==> config.mk <==
export PLATFORM = sky130hd
export DESIGN_NAME = tlcd_reader
export DESIGN_NICKNAME = d
export VERILOG_FILES = /design/src/rtl/tlcd_pkg.sv /design/src/rtl/tlcd_reader_timer.sv /design/src/rtl/tlcd_reader.sv
export SDC_FILE = /design/constraint.sdc
export NUM_CORES = 1
export LEC_CHECK = 0
export CAP_MARGIN = 0
export CORE_UTILIZATION = 32
export DETAILED_ROUTE_END_ITERATION = 16
export HOLD_SLACK_MARGIN = 0.1
export PLACE_DENSITY = 0.58
export SLEW_MARGIN = 40
export SYNTH_ARGS = -nofsm -noshare
export SYNTH_HDL_FRONTEND = slang
export SYNTH_SLANG_ARGS = --single-unit
==> constraint.sdc <==
create_clock -name CLK -period 5.35 [get_ports CLK]
set_input_delay 1.07 -clock CLK [delete_from_list [all_inputs] [get_ports CLK]]
set_output_delay 1.07 -clock CLK [all_outputs]
set_load 0.03 [all_outputs]
==> src/rtl/tlcd_pkg.sv <==
// Shared encodings for the text-LCD read engine.
// Optional poll timeout is enabled with TLCD_POLL_TIMEOUT_EN.
package tlcd_pkg;

  typedef logic [1:0] op_t;
  typedef logic [2:0] state_t;

  localparam op_t OP_STATUS = 2'b00;
  localparam op_t OP_DATA   = 2'b01;
  localparam op_t OP_POLL   = 2'b10;

  localparam state_t S_IDLE  = 3'd0;
  localparam state_t S_SETUP = 3'd1;
  localparam state_t S_EHIGH = 3'd2;
  localparam state_t S_HOLD  = 3'd3;
  localparam state_t S_DONE  = 3'd4;

  localparam int BF_BIT = 7;

  function automatic int max3(int a, int b, int c);
    int m;
    m = (a > b) ? a : b;
    return (m > c) ? m : c;
  endfunction

endpackage

==> src/rtl/tlcd_reader_timer.sv <==
// Loadable phase down-counter; tc is high once the count reaches zero.
module tlcd_phase_timer #(
  parameter int W = 5
) (
  input  logic         CLK,
  input  logic         RST,
  input  logic         load,
  input  logic [W-1:0] load_val,
  output logic         tc
);

  logic [W-1:0] cnt;

  always_ff @(posedge CLK or posedge RST) begin
    if (RST)
      cnt <= '0;
    else if (load)
      cnt <= load_val;
    else if (cnt != '0)
      cnt <= cnt - 1'b1;
  end

  assign tc = (cnt == '0);

endmodule

==> src/rtl/tlcd_reader.sv <==
// HD44780 read-side engine: status read, data read, busy poll.
// Define TLCD_POLL_TIMEOUT_EN to bound polls to POLL_TIMEOUT pulses.
module tlcd_reader
  import tlcd_pkg::*;
#(
  parameter int T_AS         = 2,
  parameter int T_EH         = 12,
  parameter int T_EL         = 25,
  parameter int POLL_TIMEOUT = 1000
) (
  input  logic       CLK,
  input  logic       RST,
  input  logic       REQ,
  input  logic [1:0] OP,
  output logic       READY,
  output logic       VALID,
  output logic [7:0] RD_DATA,
  output logic       BF,
  output logic [6:0] AC,
  output logic       TIMEOUT,
  output logic       TLCD_BUS_REQ,
  output logic       TLCD_DATA_RELEASE,
  output logic       TLCD_E,
  output logic       TLCD_RS,
  output logic       TLCD_RW,
  input  logic [7:0] TLCD_DATA_IN
);

  localparam int TW = $clog2(max3(T_AS, T_EH, T_EL) + 1);

  state_t      state, state_n;
  op_t         op_q;
  logic [7:0]  cap;
  logic        load;
  logic [TW-1:0] load_val;
  logic        tc;
  logic        busy;
  logic        expired;
  logic        accept;
  logic        repoll;

  tlcd_phase_timer #(.W(TW)) u_timer (
    .CLK      (CLK),
    .RST      (RST),
    .load     (load),
    .load_val (load_val),
    .tc       (tc)
  );

  assign accept = (state == S_IDLE) && REQ;
  assign busy   = (op_q == OP_POLL) && cap[BF_BIT];
  assign repoll = (state == S_HOLD) && tc && busy;

`ifdef TLCD_POLL_TIMEOUT_EN
  localparam int PCW = $clog2(POLL_TIMEOUT + 1);

  logic [PCW-1:0] poll_cnt;
  logic           timeout_q;

  assign expired = (poll_cnt == PCW'(POLL_TIMEOUT - 1));

  always_ff @(posedge CLK or posedge RST) begin
    if (RST) begin
      poll_cnt  <= '0;
      timeout_q <= 1'b0;
    end else if (accept) begin
      poll_cnt  <= '0;
      timeout_q <= 1'b0;
    end else if (repoll) begin
      if (expired)
        timeout_q <= 1'b1;
      else
        poll_cnt <= poll_cnt + 1'b1;
    end
  end

  assign TIMEOUT = timeout_q;
`else
  logic unused_cfg;

  assign unused_cfg = (POLL_TIMEOUT > 0);
  assign expired    = 1'b0;
  assign TIMEOUT    = 1'b0;
`endif

  always_comb begin
    state_n  = state;
    load     = 1'b0;
    load_val = '0;
    unique case (state)
      S_IDLE: if (REQ) begin
        state_n  = S_SETUP;
        load     = 1'b1;
        load_val = TW'(T_AS - 1);
      end
      S_SETUP: if (tc) begin
        state_n  = S_EHIGH;
        load     = 1'b1;
        load_val = TW'(T_EH - 1);
      end
      S_EHIGH: if (tc) begin
        state_n  = S_HOLD;
        load     = 1'b1;
        load_val = TW'(T_EL - 1);
      end
      S_HOLD: if (tc) begin
        if (busy && !expired) begin
          state_n  = S_SETUP;
          load     = 1'b1;
          load_val = TW'(T_AS - 1);
        end else begin
          state_n = S_DONE;
        end
      end
      S_DONE:  state_n = S_IDLE;
      default: state_n = S_IDLE;
    endcase
  end

  always_ff @(posedge CLK or posedge RST) begin
    if (RST) begin
      state   <= S_IDLE;
      op_q    <= OP_STATUS;
      cap     <= '0;
      RD_DATA <= '0;
      BF      <= 1'b0;
      AC      <= '0;
    end else begin
      state <= state_n;
      if (accept)
        op_q <= (OP == 2'b11) ? OP_STATUS : OP;
      if (state == S_EHIGH && tc)
        cap <= TLCD_DATA_IN;
      // results land on DONE entry; data reads leave BF/AC alone
      if (state == S_HOLD && state_n == S_DONE) begin
        RD_DATA <= cap;
        if (op_q != OP_DATA) begin
          BF <= cap[BF_BIT];
          AC <= cap[6:0];
        end
      end
    end
  end

  assign READY             = (state == S_IDLE);
  assign VALID             = (state == S_DONE);
  assign TLCD_BUS_REQ      = (state == S_SETUP) || (state == S_EHIGH) ||
                             (state == S_HOLD);
  assign TLCD_DATA_RELEASE = TLCD_BUS_REQ;
  assign TLCD_RW           = TLCD_BUS_REQ;
  assign TLCD_E            = (state == S_EHIGH);
  assign TLCD_RS           = TLCD_BUS_REQ && (op_q == OP_DATA);

endmodule
After elaboration in Yosys (flattened, before gate mapping)
Cells that the tools add are included.
{"block": "op_classes", "eq_ne": 9, "n_addsub": 1, "reduce_logical": 13, "mux": 20}
{"operator": "case mux 5 bit (4 select lines)", "n": 1}
{"operator": "2-to-1 mux 3 bit", "n": 5}
{"operator": "2-to-1 mux 5 bit", "n": 3}
{"operator": "case mux 3 bit (4 select lines)", "n": 1}
{"operator": "2-to-1 mux 1 bit", "n": 7}
{"operator": "equality test 3 x 2 -> 1 bit, second input constant", "n": 2}
{"operator": "equality test 3 bit, second input constant", "n": 2}
{"operator": "logical AND 1 bit", "n": 5}
{"operator": "logical NOT 5 bit", "n": 1}
{"operator": "nonzero test 5 bit", "n": 1}
{"operator": "subtractor 5 x 1 -> 5 bit, second input constant", "n": 1}
{"operator": "equality test 2 bit, second input constant", "n": 2}
{"operator": "2-to-1 mux 4 bit", "n": 1}
{"operator": "equality test 3 x 1 -> 1 bit, second input constant", "n": 1}
{"operator": "logical NOT 3 bit", "n": 1}
{"operator": "case mux 1 bit (3 select lines)", "n": 1}
{"operator": "equality test 2 x 1 -> 1 bit, second input constant", "n": 1}
{"operator": "logical OR 1 bit", "n": 2}
{"operator": "2-to-1 mux 2 bit", "n": 1}
{"operator": "inequality test 2 x 1 -> 1 bit, second input constant", "n": 1}
{"operator": "AND reduction 2 bit", "n": 1}
{"operator": "nonzero test 2 bit", "n": 1}
{"operator": "OR reduction 2 bit", "n": 1}
{"block": "totals", "inputBits": 13, "reg_bits": 34}

Longest topological paths before layout
Gate-level depths: netlist of the first run.
{"block": "logic_depth", "word_depth": 8, "mapped_depth": 6, "ltp_nobuf": 6}

Modules after synthesis
From an unflattened synthesis of the first run, not the netlist that was laid out.
{"block": "unflattened", "cells_unflattened": 127, "hier_area_um2": 1601.5}
{"mod": "tlcd_reader", "cells_each": 99, "instances": 1, "area_per_inst_um2": 1318.8}
{"mod": "tlcd_phase_timer", "cells_each": 28, "instances": 1, "area_per_inst_um2": 282.8}

Worst setup path before layout of the first run
Ideal clock, no wire load.
{"block": "synth_timing", "path_type": "register -> output", "start": "reg state[0]", "end": "out TLCD_RS", "t_arrival_ns": 1.630, "n_path_buf": 1, "stages_incl_launch_ff": 5, "setup_slack_ns": 2.650, "path_cell_list": "dfrtp_1 -> clkbuf_1 -> nor2_1 -> nor2_1 -> and3_1"}
{"block": "synth_via", "elab_chain_len": 4, "elab_cells_between_ends": 6, "classes_between": "3 x eq/ne; 3 x reduce/logical"}
{"item": "start, declared", "line": "tlcd_reader.sv:31", "source": "state_t state, state_n;"}
{"item": "start signal, assigned", "line": "tlcd_reader.sv:129", "source": "state <= state_n;"}
{"item": "equality test 3 x 1 -> 1 bit or equality test 3 x 2 -> 1 bit (tied branches)", "line": "tlcd_reader.sv:147", "source": "assign TLCD_BUS_REQ = (state == S_SETUP) || (state == S_EHIGH) ||"}
{"item": "logical OR 1 bit", "line": "tlcd_reader.sv:147"}
{"item": "logical OR 1 bit *", "line": "tlcd_reader.sv:147"}
{"item": "named net TLCD_BUS_REQ", "line": "tlcd_reader.sv:21", "source": "output logic TLCD_BUS_REQ,"}
{"item": "logical AND 1 bit *", "line": "tlcd_reader.sv:152", "source": "assign TLCD_RS = TLCD_BUS_REQ && (op_q == OP_DATA);"}
{"item": "end, declared", "line": "tlcd_reader.sv:24", "source": "output logic TLCD_RS,"}
The timed path passes the listed nets; every way through them passes the cells marked *.

Final worst setup path of the first run
{"block": "layout_timing", "start": "reg state[1]", "end": "out TLCD_RS"}
{"block": "layout_via", "elab_chain_len": 4, "elab_cells_between_ends": 6, "classes_between": "3 x eq/ne; 3 x reduce/logical"}
{"item": "equality test 3 x 1 -> 1 bit or equality test 3 x 2 -> 1 bit (tied branches)", "line": "tlcd_reader.sv:147"}
{"item": "logical OR 1 bit", "line": "tlcd_reader.sv:147"}
{"item": "logical OR 1 bit *", "line": "tlcd_reader.sv:147"}
{"item": "logical AND 1 bit *", "line": "tlcd_reader.sv:152"}
Every way passes the cells marked *; elsewhere a longest branch is shown, timed or not.

==> summary.md, run 1 <==
| Metric | Value |
|---|---|
| Status | finished with violations |
| Failing checks | DRC |
| Final Slew Violations | 0 |
| Clock-pin slew on the worst setup and hold paths | approximately 0.06 ns |
| Total CTS buffers | 5 |
| TNS Setup | 0 ns |
| Leak | a little under 0.0009 uW |
| Vias per cell | 4.84 |
| DRC viols | 2 |
| Postcts setup bufs | 0 |
| Cells after Synth | 125 |
| Max cap viols | 0 |
| Initial antenna violation count | 0 |
| Layout cells sized above 1 | 20.4% |
| Area of the core | 4470 um^2 |
| Vias in the first global route | 1142 |
| RD Place Congestion | between 0.8 and 0.9 |
| Maximum vdd drop | 0.280 mV |
| EDFF count, synth | 0 |
| IO Count | 37 |
| Fin worst setup slack | roughly 2.3 ns |
| IO Port Bufs | 35 |
| CTS tree | yes |
| DP Worst Slack | around 2.6 ns |
| Warnings, synthesis | 0 |
| Ys flop type | dfrtp_1 |
| Critical Path RT | 4.28 ns |
| Die area | 5090 um^2 |
| DIE HEIGHT | 71.3 um |
| Min cycle time layout | between 3 and 4 ns |
| Final nets | 177 |
| Post-synth cell types | 27 |
| Hpwl dp | 2.14 mm |
| Clock Tree Buf Depth | 2 |
| Count of final setup violators | 0 |
| Root Buffer | clkbuf_8 |
| Pin count of the biggest net entering global routing | 35 |
| RSZ-0062 raised after global routing | no |
| Max-slew headroom | 59.9% |
| Antenna cells | 0 |
| Max Freq | between 300 and 400 MHz |
| Area growth, synth to finish | 30.3% |
| Hold-fix buffers, CTS | 0 |
| Worst-Skew Late Latency | about 0.28 ns |
| Clock sink total | 34 |
| Seq cells post-synth | 34 |
| Fin area | between 2000 and 2500 um^2 |
| FF/Latch Area | 851 um^2 |
| Initial DRC Count | 74 |
| Via count | 1035 |
| Final hold slack | 0.503 ns |
| Setup crit end kind | output port |
| Kind of critical path | flop to output port |
| Final ANT Viol Nets | 0 |
| Initial Util | 34.4% |
| Worst slew pin tran | 0.599 ns |
| H-tree levels | 2 |
| Wirelength, routed | 2.97 mm |
| Fin Clk Skew | 0.00191 ns |
| WP data arrival | 1.95 ns |
| Endpoints failing hold | 0 |
| Worst Path Max Fanout | 11 |
| Fillcell total | 415 |
| FP Rows | 24 |
| Total congestion overflow | 0 |
| Mapped cell area | 1540 um^2 |
| 1st-pass router iterations | 10 |
| Sequential element share of the synthesized area | a little under three fifths |
| Syn Area/Cell | 12.3 um^2 |
| GRT Overall Usage | between 10% and 20% |
| Ys async rst share | 100% |
| Worst Setup Start Kind | flop |
| PwrDens | 593 nW/um^2 |
| First-pass GRT wire length | 5.13 mm |
| Final worst path period share | 56.5% |
| Multi-input gate area | between 600 and 700 um^2 |
| Die Wd | between 70 and 80 um |
| CTS resizes | 0 |
| Routed length per placed instance | 13.9 um |
| DP Area | a little under 2000 um^2 |
| Hold Path Class | flop to flop |
| Post-synth net total | 140 |
-- synthesized netlist by cell type, drive strengths merged (2+ instances only) --
library cell | n | area (um^2)
nor3 | 4 | 20.0
o21ai | 4 | 20.0
dfrtp | 34 | 851
mux2 | 24 | 270
ha | 2 | 25.0
xnor2 | 3 | 26.3
clkbuf | 3 | 11.3
nand2 | 7 | 26.3
nor2b | 2 | 12.5
nor2 | 9 | 33.8
nand2b | 3 | 18.8
nand3 | 2 | 10.0
buf | 3 | 22.5
inv | 6 | 22.5
a21oi | 6 | 41.3
xor2 | 2 | 17.5
nand3b | 2 | 15.0
-- report_power, final --
part | switching, uW | total, uW | internal, uW
combinational | 282 | 542 | 260
sequential | 101 | 476 | 375
clock | 80.5 | 170 | 89.3
total | 463 | 1190 | 724
-- stage by stage --
step | util [%] | std cells | total power [uW]
finish | 44.8 | 214 | 1190
floorplan | - | 125 | 831
CTS | 44.8 | 214 | 1200
global route | 44.8 | 214 | 1270
detailed placement | 43.1 | 207 | 1030
global placement | 43.1 | 207 | 1010
-- kinds of logic after synthesis --
group / Yosys count / share of synthesized area, %
other: 1 / 0.244
AO/OA/AOI/OAI: 14 / 6.10
flip-flops: 34 / 55.3
buffers and inverters: 12 / 3.66
adder cells (fa/ha/maj): 2 / 1.63
multiplexers: 24 / 17.6
XOR/XNOR: 5 / 2.85
AND/OR/NAND/NOR: 33 / 12.6
-- area by class of cell --
type | count | share of cell area [%]
flip-flops and latches | 34 | 42.5
multi-input cells | 79 | 31.5
repair buffers | 36 | 17.9
clock buffers | 7 | 3.81
well taps | 52 | 3.25
inverters | 6 | 1.12
-- critical path, stage by stage (launching register included) --
cell and delay, ns:
dfrtp_1 0.55, nor2_1 0.09, nor2_1 0.19, and3_1 0.18
clkdlybuf4s50_1 0.66
-- flip-flops by register name, summed over array words and instances, names as in the netlist --
name / cells
u_timer.cnt: 5
RD_DATA: 8
BF: 1
state: 3
cap: 8
op_q: 2
AC: 7
-- path summary, 6_finish.rpt --
kind	from	end	slack (ns)	cells after the start
max reg2reg	u_timer.cnt[0]$_DFFE_PP0P_	AC[3]$_DFFE_PP0P_	2.88	6
min reg2reg	BF$_DFFE_PP0P_	BF$_DFFE_PP0P_	0.50	1
max	state[1]$_DFF_PP0_	TLCD_RS	2.33	4
min	BF$_DFFE_PP0P_	BF$_DFFE_PP0P_	0.50	1
min in group asynchronous	RST	RD_DATA[6]$_DFFE_PP0P_	1.18	3
max in group asynchronous	RST	u_timer.cnt[2]$_DFFE_PP0P_	3.87	3
-- per-layer routing --
layer  vias to the layer above  GRT usage, %  routed length (um)
met1                       495          15.2                1290
met5                         -             0                   0
met3                         5          3.94                 196
li1                        496             -                   -
met4                         0          6.67                  47
met2                        39          22.6                1430
-- cells in the final DEF, fill, tap and decap left out, types with 2 or more instances in the layout --
| cell | count |
|---|---|
| nand2b_1 | 3 |
| o21ai_0 | 4 |
| clkdlybuf4s50_1 | 35 |
| ha_1 | 2 |
| nor2_1 | 9 |
| nand3b_1 | 2 |
| nand2_1 | 7 |
| dfrtp_1 | 34 |
| clkbuf_8 | 5 |
| inv_1 | 6 |
| mux2_2 | 24 |
| a21oi_1 | 5 |
| nor3_1 | 4 |
| nor2b_1 | 2 |
| nand3_1 | 2 |
| xnor2_1 | 3 |
| clkbuf_1 | 2 |
| xor2_1 | 2 |
(Power assumes the default switching activity.)
==> run 2: changes to the inputs <==
==> constraint.sdc (replaced) <==
create_clock -name CLK -period 3 [get_ports CLK]
set_input_delay 0.6 -clock CLK [delete_from_list [all_inputs] [get_ports CLK]]
set_output_delay 0.6 -clock CLK [all_outputs]
set_load 0.03 [all_outputs]
==> summary.md, run 2 (synthesis gave the netlist of run 1 again) <==
| Metric | Value |
|---|---|
| Setup crit end kind | output port (unchanged) |
| DRC viols | 2 (unchanged) |
| Clk pwr share | 17.6% (was 14.3%) |
| Fin worst setup slack | 0.422 ns (was 2.33 ns) |
| Total congestion overflow | 0 (unchanged) |
| CTS tree | yes (unchanged) |
| Status | finished with violations (unchanged) |
| Dpl cells | 208 (was 207) |
| Fillcell total | 401 (was 415) |
| FF/Latch Area | 851 um^2 (unchanged) |
| Pin count of the biggest net entering global routing | 35 (unchanged) |
| CTS resizes | 0 (unchanged) |
| Vias in the first global route | 1051 (was 1142) |
| First-pass GRT wire length | 4.87 mm (was 5.13 mm) |
| FP Rows | 24 (unchanged) |
| Crit Reg-Reg Startpoint | u_timer.cnt[0]$_DFFE_PP0P_ (unchanged) |
| Worst Hold Path Cells | 1 (unchanged) |
| Leak | 0.000898 uW (was 0.000874 uW) |
| Critical Path Slowest Stage Cell | clkdlybuf4s50_1 (unchanged) |
| Most common cell after layout, fill and taps aside | clkdlybuf4s50_1 (unchanged) |
| Most frequent cells in the layout | clkdlybuf4s50_1 (35), dfrtp_1 (34), mux2_2 (24) (unchanged) |
| Routed length per placed instance | 14.3 um (was 13.9 um) |
| Final worst path period share | roughly 86% |
| Final nets | 178 (was 177) |
| Hold Path Class | flop to flop (unchanged) |
| Met3 WL | 182 um (was 196 um) |
| Most common cell on crit path | nor2_1 (unchanged) |
| Buf/Inv on CP | 1 (unchanged) |
| Critical path, cell by cell | nor2_1 > nor2_1 > and3_1 > clkdlybuf4s50_1 (unchanged) |
| Max incr delay on CP | 0.66 ns (about the same) |
| M1 WL | 1.39 mm (was 1.29 mm) |
| Kind of critical path | flop to output port (unchanged) |
| Layout cells sized above 1 | 22.6% (was 20.4%) |
| Critical path's top delay family | buffers and inverters (unchanged) |
| Sw frac | 38.4% (was 39.0%) |
| Clock-pin slew on the worst setup and hold paths | 0.06 ns (about the same) |
| DIE HEIGHT | 71.3 um (unchanged) |
| Count of final setup violators | 0 (unchanged) |
| Clock Tree Buf Depth | 2 (unchanged) |
| R2R setup slack | 0.74 ns (was 2.88 ns) |
| Root Buffer | clkbuf_8 (unchanged) |
| Final ANT Viol Nets | 0 (unchanged) |
| IO Port Bufs | 35 (unchanged) |
| Reg2reg end | AC[3]$_DFFE_PP0P_ (unchanged) |
| Post-route insts no fill | 216 (was 214) |
| Multi-input gate area | 631 um^2 (unchanged) |
| Util after Layout | 45.7% (was 44.8%) |
| Endpoints failing hold | 0 (unchanged) |
| Maximum vdd drop | 0.538 mV (was 0.280 mV) |
| Min cycle time layout | 2.58 ns |
| Hpwl dp | 2.12 mm (was 2.14 mm) |
| Area growth, synth to finish | 33.0% (was 30.3%) |
| Die area | 5090 um^2 (unchanged) |
| Internal | 1370 uW (was 724 uW) |
| Total CTS buffers | 5 (unchanged) |
| 1st-pass router iterations | 10 (unchanged) |
| Seq pwr share | 38.3% (was 40.1%) |
| RSZ-0062 raised after global routing | no (unchanged) |
| Postcts setup bufs | 0 (unchanged) |
| Final hold slack | 0.506 ns (was 0.503 ns) |
| IO Count | 37 (unchanged) |
| Hold_sp | RD_DATA[2]$_DFFE_PP0P_ (was BF$_DFFE_PP0P_) |
| Worst r2r path cells | 7 (was 6) |
| Clock sink total | 34 (unchanged) |
| WP data arrival | 1.98 ns (was 1.95 ns) |
| Switch Pwr | 854 uW (was 463 uW) |
| Die Wd | 71.3 um (unchanged) |
| Initial Util | 34.4% (unchanged) |
| Worst hold endpoint | RD_DATA[2]$_DFFE_PP0P_ (was BF$_DFFE_PP0P_) |
| Critical Path RT | 2.40 ns (was 4.28 ns) |
| RD Place Congestion | 0.843 (was 0.851) |
| DP Worst Slack | 0.731 ns (was 2.62 ns) |
| Worst-Skew Late Latency | 0.29 ns (was 0.28 ns) |
| Max Freq | around 390 MHz |
| Final Slew Violations | 0 (unchanged) |
| Worst Setup Start Kind | flop (unchanged) |
| Initial antenna violation count | 0 (unchanged) |
| Fin Clk Skew | 0.00559 ns (was 0.00191 ns) |
| TNS Setup | 0 ns (unchanged) |
| Antenna cells | 0 (unchanged) |
| Wirelength, routed | 3.08 mm (was 2.97 mm) |
| Initial DRC Count | 105 (was 74) |
| Met2 wire length | 1.47 mm (was 1.43 mm) |
| Top layer in use | met4 (unchanged) |
| Via count | 1038 (was 1035) |
| Worst Path Max Fanout | 9 (was 11) |
| H-tree levels | 2 (unchanged) |
| GRT Overall Usage | 12.7% (was 13.3%) |
| Largest regs | RD_DATA x8, cap x8, AC x7 (unchanged) |
| Max cap viols | 0 (unchanged) |
| Area of the core | 4470 um^2 (unchanged) |
| Hold-fix buffers, CTS | 0 (unchanged) |
| Failing checks | DRC (unchanged) |
| Combinational share of power | 44.0% (was 45.6%) |
| PwrDens | 1090 nW/um^2 (was 593 nW/um^2) |
| Vias per cell | 4.81 (was 4.84) |
run 2: metrics by stage:
| step | area, um^2 | total power [uW] |
|---|---|---|
| floorplan | 1540 | 1480 |
| global placement | 1930 | 1810 |
| detailed placement | 1930 | 1840 |
| CTS | 2040 | 2240 |
| global route | 2040 | 2350 |
| finish | 2040 | 2220 |
run 2: worst max-delay path by stage:
stage          cells after the start                       start                 to
2_1_floorplan                      4          state[0]$_DFF_PP0_            TLCD_RS
3_3_place_gp                       7  u_timer.cnt[0]$_DFFE_PP0P_  AC[4]$_DFFE_PP0P_
3_5_place_dp                       4          state[0]$_DFF_PP0_            TLCD_RS
4_1_cts                            4          state[0]$_DFF_PP0_            TLCD_RS
5_1_grt                            4          state[0]$_DFF_PP0_            TLCD_RS
6_report                           4          state[0]$_DFF_PP0_            TLCD_RS
run 2: power groups by stage:
stage | logic, uW | clock network, uW | registers, uW
after floorplan | 504 | 0 | 979
after global placement | 968 | 0 | 843
after detailed placement | 982 | 0 | 857
after CTS | 986 | 404 | 853
after global routing | 1040 | 421 | 884
final | 978 | 392 | 852
run 2: area by class of cell:
| class | instances | area share (%) |
|---|---|---|
| Sequential cell | 34 | 41.6 |
| Multi-Input combinational cell | 79 | 30.8 |
| Timing Repair Buffer | 37 | 17.9 |
| Clock buffer | 8 | 5.39 |
| Tap cell | 52 | 3.18 |
| Inverter | 6 | 1.10 |
run 2: routing by layer:
layer	track usage, %	up-vias
met5	0	-
met4	4.00	0
met3	4.36	3
met2	20.4	35
met1	16.2	503
li1	-	497
